**src/rtl/fetch_ctrl.sv**
```systemverilog
// Instruction-fetch sequencer: paces the PC, runs the valid-hold memory handshake,
// buffers fetched words in an IR plus skid entry, and traps bus errors/timeouts.
module fetch_ctrl #(
  parameter int unsigned TIMEOUT = 15
) (
  input  logic        clk,
  input  logic        rst_n,
  input  logic [31:0] pc_addr,
  output logic        pc_stall,
  input  logic        redirect,
  output logic        imem_req,
  output logic [31:0] imem_addr,
  input  logic        imem_ack,
  input  logic [31:0] imem_rdata,
  input  logic        imem_err,
  output logic        ir_valid,
  output logic [31:0] ir_data,
  output logic [31:0] ir_pc,
  input  logic        ir_ready,
  output logic        fetch_fault,
  output logic [1:0]  fault_cause
);

  localparam int unsigned CW = $clog2(TIMEOUT + 1);

  typedef enum logic [2:0] {
    S_IDLE,
    S_REQ,
    S_HOLD,
    S_DRAIN,
    S_FAULT
  } state_t;

  typedef enum logic [1:0] {
    CAUSE_NONE = 2'b00,
    CAUSE_BUS  = 2'b01,
    CAUSE_TMO  = 2'b10
  } cause_t;

  state_t        state, state_next;
  logic [CW-1:0] tmo_cnt, tmo_cnt_next;
  logic [31:0]   held_addr;
  logic          skid_valid;
  logic [31:0]   skid_data;
  logic [31:0]   skid_pc;
  cause_t        cause_q;

  logic wait_phase;
  logic ir_free;
  logic accept;
  logic bus_err;
  logic tmo_hit;

  assign wait_phase = (state == S_REQ) || (state == S_DRAIN);
  assign ir_free    = !ir_valid || ir_ready;
  assign accept     = (state == S_REQ) && imem_ack && !imem_err && !redirect;
  assign bus_err    = (state == S_REQ) && imem_ack && imem_err && !redirect;
  assign tmo_hit    = wait_phase && !imem_ack && !redirect &&
                      (tmo_cnt == CW'(TIMEOUT - 1));

  // The PC is frozen in REQ, so pc_addr is already stable there; DRAIN needs the
  // shadow copy because the PC has jumped past the abandoned request.
  assign imem_req    = wait_phase;
  assign imem_addr   = (state == S_DRAIN) ? held_addr : pc_addr;
  assign pc_stall    = !(accept || redirect);
  assign fault_cause = cause_q;

  always_comb begin
    // NOTE: every signal assigned here gets a default first so no path infers a latch.
    state_next   = state;
    tmo_cnt_next = '0;
    if (redirect) begin
      state_next = (wait_phase && !imem_ack) ? S_DRAIN : S_REQ;
    end else begin
      unique case (state)
        S_IDLE:  state_next = S_REQ;
        S_REQ: begin
          if (bus_err)                  state_next = S_FAULT;
          else if (accept && !ir_free)  state_next = S_HOLD;
          else if (tmo_hit)             state_next = S_FAULT;
        end
        S_HOLD:  if (ir_ready) state_next = S_REQ;
        S_DRAIN: begin
          if (imem_ack)     state_next = S_REQ;
          else if (tmo_hit) state_next = S_FAULT;
        end
        S_FAULT: state_next = S_FAULT;
        default: state_next = S_IDLE;
      endcase
      if (wait_phase && !imem_ack && !tmo_hit) tmo_cnt_next = tmo_cnt + CW'(1);
    end
  end

  always_ff @(posedge clk or negedge rst_n) begin
    // NOTE: sequential state uses non-blocking assignments so every register samples
    // pre-edge values regardless of block ordering.
    if (!rst_n) begin
      state   <= S_IDLE;
      tmo_cnt <= '0;
    end else begin
      state   <= state_next;
      tmo_cnt <= tmo_cnt_next;
    end
  end

  // NOTE: pure datapath registers carry no reset; their qualifiers (state, skid_valid)
  // guarantee they are written before they are ever observed.
  always_ff @(posedge clk) begin
    if (state == S_REQ) held_addr <= pc_addr;
    if (accept && !ir_free) begin
      skid_data <= imem_rdata;
      skid_pc   <= pc_addr;
    end
  end

  always_ff @(posedge clk or negedge rst_n) begin
    if (!rst_n) begin
      fetch_fault <= 1'b0;
      cause_q     <= CAUSE_NONE;
    end else if (redirect) begin
      fetch_fault <= 1'b0;
      cause_q     <= CAUSE_NONE;
    end else if (bus_err) begin
      fetch_fault <= 1'b1;
      cause_q     <= CAUSE_BUS;
    end else if (tmo_hit) begin
      fetch_fault <= 1'b1;
      cause_q     <= CAUSE_TMO;
    end
  end

  // IR/skid occupancy; a redirect flushes both, and any response in that cycle is lost.
  always_ff @(posedge clk or negedge rst_n) begin
    if (!rst_n) begin
      ir_valid   <= 1'b0;
      ir_data    <= '0;
      ir_pc      <= '0;
      skid_valid <= 1'b0;
    end else if (redirect) begin
      ir_valid   <= 1'b0;
      skid_valid <= 1'b0;
    end else if (accept && ir_free) begin
      ir_valid <= 1'b1;
      ir_data  <= imem_rdata;
      ir_pc    <= pc_addr;
    end else if (accept) begin
      skid_valid <= 1'b1;
    end else if ((state == S_HOLD) && ir_ready && skid_valid) begin
      ir_valid   <= 1'b1;
      ir_data    <= skid_data;
      ir_pc      <= skid_pc;
      skid_valid <= 1'b0;
    end else if (ir_valid && ir_ready) begin
      ir_valid <= 1'b0;
    end
  end

endmodule

```
**config.mk**
```make
export PLATFORM = sky130hd
export DESIGN_NAME = fetch_ctrl
export DESIGN_NICKNAME = d
export VERILOG_FILES = /design/src/rtl/fetch_ctrl.sv
export SDC_FILE = /design/constraint.sdc
export NUM_CORES = 1
export LEC_CHECK = 0
export CAP_MARGIN = 20
export CORE_UTILIZATION = 54
export DETAILED_ROUTE_END_ITERATION = 7
export GPL_ROUTABILITY_DRIVEN = 0
export GPL_TIMING_DRIVEN = 0
export PLACE_DENSITY = 0.86
export SLEW_MARGIN = 25
export SYNTH_ARGS = -nofsm -noshare
export SYNTH_HDL_FRONTEND = slang
export SYNTH_SLANG_ARGS = --single-unit
```
**constraint.sdc**
```tcl
create_clock -name clk -period 9.4 [get_ports clk]
set_input_delay 1.88 -clock clk [delete_from_list [all_inputs] [get_ports clk]]
set_output_delay 1.88 -clock clk [all_outputs]
set_load 0.05 [all_outputs]
```
==> impl_metrics.ini <==
[floorplanning]
io-pin-count = 172
die_w_um = 118
chipHeight_um = 118
rows = 42
core_area_mm2 = 0.0132
die-area_mm2 = 0.0140
initial_core_util_pct = 55.3

[logic_synthesis]
synth.avg_cell_area_um2 = 12.4
yosysSeqAreaShare_pct = 65.6
ys.flop_type = edfxtp_1
ys_warn_count = 0
yosys-top-cells-count = edfxtp_1, dfrtp_1, nand3_1, a31oi_1
synth_top_cell_by_area = edfxtp_1
ys_types = 41
netlist_area_mm2 = 0.00729
netlist_instances = 586
synth.net_count = 658
synth.most_common_cell = edfxtp_1
async_flop_share_pct = 44.2
synth_edf_count = 96
ys_top_cells_by_area = edfxtp_1, dfrtp_1, a31oi_1, nor4_1, nand3_1
synth_top_area_share_pct = 39.5
ys_ff_latch = 172

[final_layout]
nNetsFinal = 860
final-seq-area_mm2 = 0.00478
drive_gt1_share_pct = 10.2
area_growth_pct = 36.7
multi_input_area_mm2 = 0.00219
fillers = 801
diodes = 0
final_cell_area_mm2 = 0.00996
finalCoreUtilization_pct = 75.5

[pwr]
p_comb_share_pct = 39.1
intPower_mw = 1.78
pwr-share-clk_pct = 25.6
p_sw_share_pct = 38.7
power.total_mw = 2.90
power.density_mw_per_mm2 = 291
seq_power_share_pct = 35.3
p_sw_mw = 1.12
vdd_drop_max_uv = 145
leakage_nw = 3.43

[sta]
period_needed_ns = 5.87
timing.final.crit_share_pct = 62.5
hold-worst-slack_ns = 0.499
finalHoldViolations = 0
finalClockSkew_ns = 0.00871
tightest_slew_ns = 0.630
report.final.slew_viol_count = 0
max_freq_mhz = 170
setup_ws_ns = 3.53
rsz0062_at_grt = false
slew_headroom_pct = 58.0
setup_viol = 0

[critical_path]
crit_arrival_ns = 3.99
crit_start = imem_ack
worst-r2r-cell-count = 8
crit_path_end_kind = output pin
path_max_fanout = 10
crit_path_end = pc_stall
rr_startpoint = state[1]
worstSetupPathType = input port to output pin
required_ns = 7.52
critPathLaunchType = input port
rr_endpoint = skid_data[12]
regToRegSetupSlack_ns = 6.73

[global_routing]
antenna_found_initial = 0
grt_pass1_wl_mm = 34.0
grtUsageTotal_pct = 31.9
grt_max_degree = 54
first_global_vias = 6249
grt_overflow = 0

[detailed_routing]
wl_per_cell_um = 22.0
firstDrtPassIters = 7
vias_per_cell = 6.51
antenna_left = 0
drt_iter0_drc = 898
drt-total-wl_mm = 21.5
via_count = 6362
drc = 1

[clock_network]
cts_buffers = 17
cts_resized = 0
cts_max_level = 4
tritoncts = yes
cts_hold_buf = 0
worstSkewPairLatency_ns = 0.44
cts-root-buf = clkbuf_16
cts_buffer_depth = 2
cts_setup_buffers = 0
clock-sinks = 172
clk_pin_slew_ns = 0.06

[outcome]
outcome = finished, violations left
violations = design-rule violations

[place]
hpwl_mm = 14.2
post_dp_cell_area_mm2 = 0.00935
port_buffers = 170
place_ws_ns = 3.56

[min_path]
hold_class = register to register

[run]
max_cap_viol_count = 0
[layout make-up]
| cell class | instances | area share [%] |
|---|---|---|
| repair buffers | 183 | 18.3 |
| well taps | 176 | 2.21 |
| flip-flops and latches | 172 | 48.0 |
| plain buffers | 65 | 3.08 |
| clock inverters | 8 | 1.43 |
| inverters | 5 | 0.188 |
| clock buffers | 24 | 4.73 |
| multi-input cells | 344 | 22.0 |
[power by group through the flow]
stage               Clock (mW)  Combinational, mW  Sequential (mW)
floorplan                    0              0.311             1.42
global placement             0               1.09             1.03
detailed placement           0               1.12             1.03
CTS                      0.746               1.13             1.02
global route             0.776               1.18             1.04
finish                   0.741               1.13             1.02
[sequential cells by signal (all words and copies together) (netlist names)]
register / flops
ir_pc: 32
state: 3
held_addr: 32
fault_cause: 2
skid_pc: 32
ir_valid: 1
fetch_fault: 1
ir_data: 32
skid_data: 32
tmo_cnt: 4
skid_valid: 1
[worst max-delay path: stages]
cell	delay [ns]
clkdlybuf4s50_1	0.47
clkbuf_1	0.32
nor3b_1	0.46
a21oi_1	0.14
clkdlybuf4s50_1	0.72
[logic make-up (layout without fill, tap and decap cells)]
group	Yosys count	after routing	share of synthesized area, %
DFF	172	172	65.6
and+or+nand+nor	163	163	12.8
AOI/OAI and AO/OA	145	145	11.6
buffers and inverters	70	285	4.46
muxes	32	32	4.94
adders and majority gates	2	2	0.343
xor gates and xnor gates	2	2	0.240
[worst min path at each step]
stage	startpoint	to	slack [ns]	cells after the start
4_1_cts	tmo_cnt[0]	tmo_cnt[0]	0.50	1
2_1_floorplan	tmo_cnt[0]	tmo_cnt[0]	0.45	1
3_3_place_gp	tmo_cnt[0]	tmo_cnt[0]	0.47	1
6_report	tmo_cnt[0]	tmo_cnt[0]	0.50	1
3_5_place_dp	tmo_cnt[0]	tmo_cnt[0]	0.49	1
5_1_grt	tmo_cnt[0]	tmo_cnt[0]	0.55	1
[layout by cell type, fill, tap and decap left out, drive strengths merged, types with 2 or more instances in the layout]
cell type,n
clkdlybuf4s50,169
edfxtp,96
dfrtp,76
clkbuf,74
nand3,67
a31oi,65
o21ai,64
nor4,64
mux2,32
buf,29
nor2,7
inv,5
a21oi,5
nor2b,4
bufinv,4
nand2b,3
clkinv,3
nor3b,3
nor3,3
nand2,2
or3,2
a221oi,2
ha,2
[routing by layer]
metal	GRT usage, %	up-vias	part of all wire, %
met4	15.4	0	3.4
met1	42.7	3142	39
met5	0	-	0
met3	6.66	62	9.4
li1	-	2708	-
met2	50.1	450	49
[through the flow]
step	setup TNS (ns)	std cells
finish	0	977
global route	0	977
CTS	0	977
detailed placement	0	945
global placement	-64.10	932
floorplan	0	586
Power figures use the tool's default switching activity.
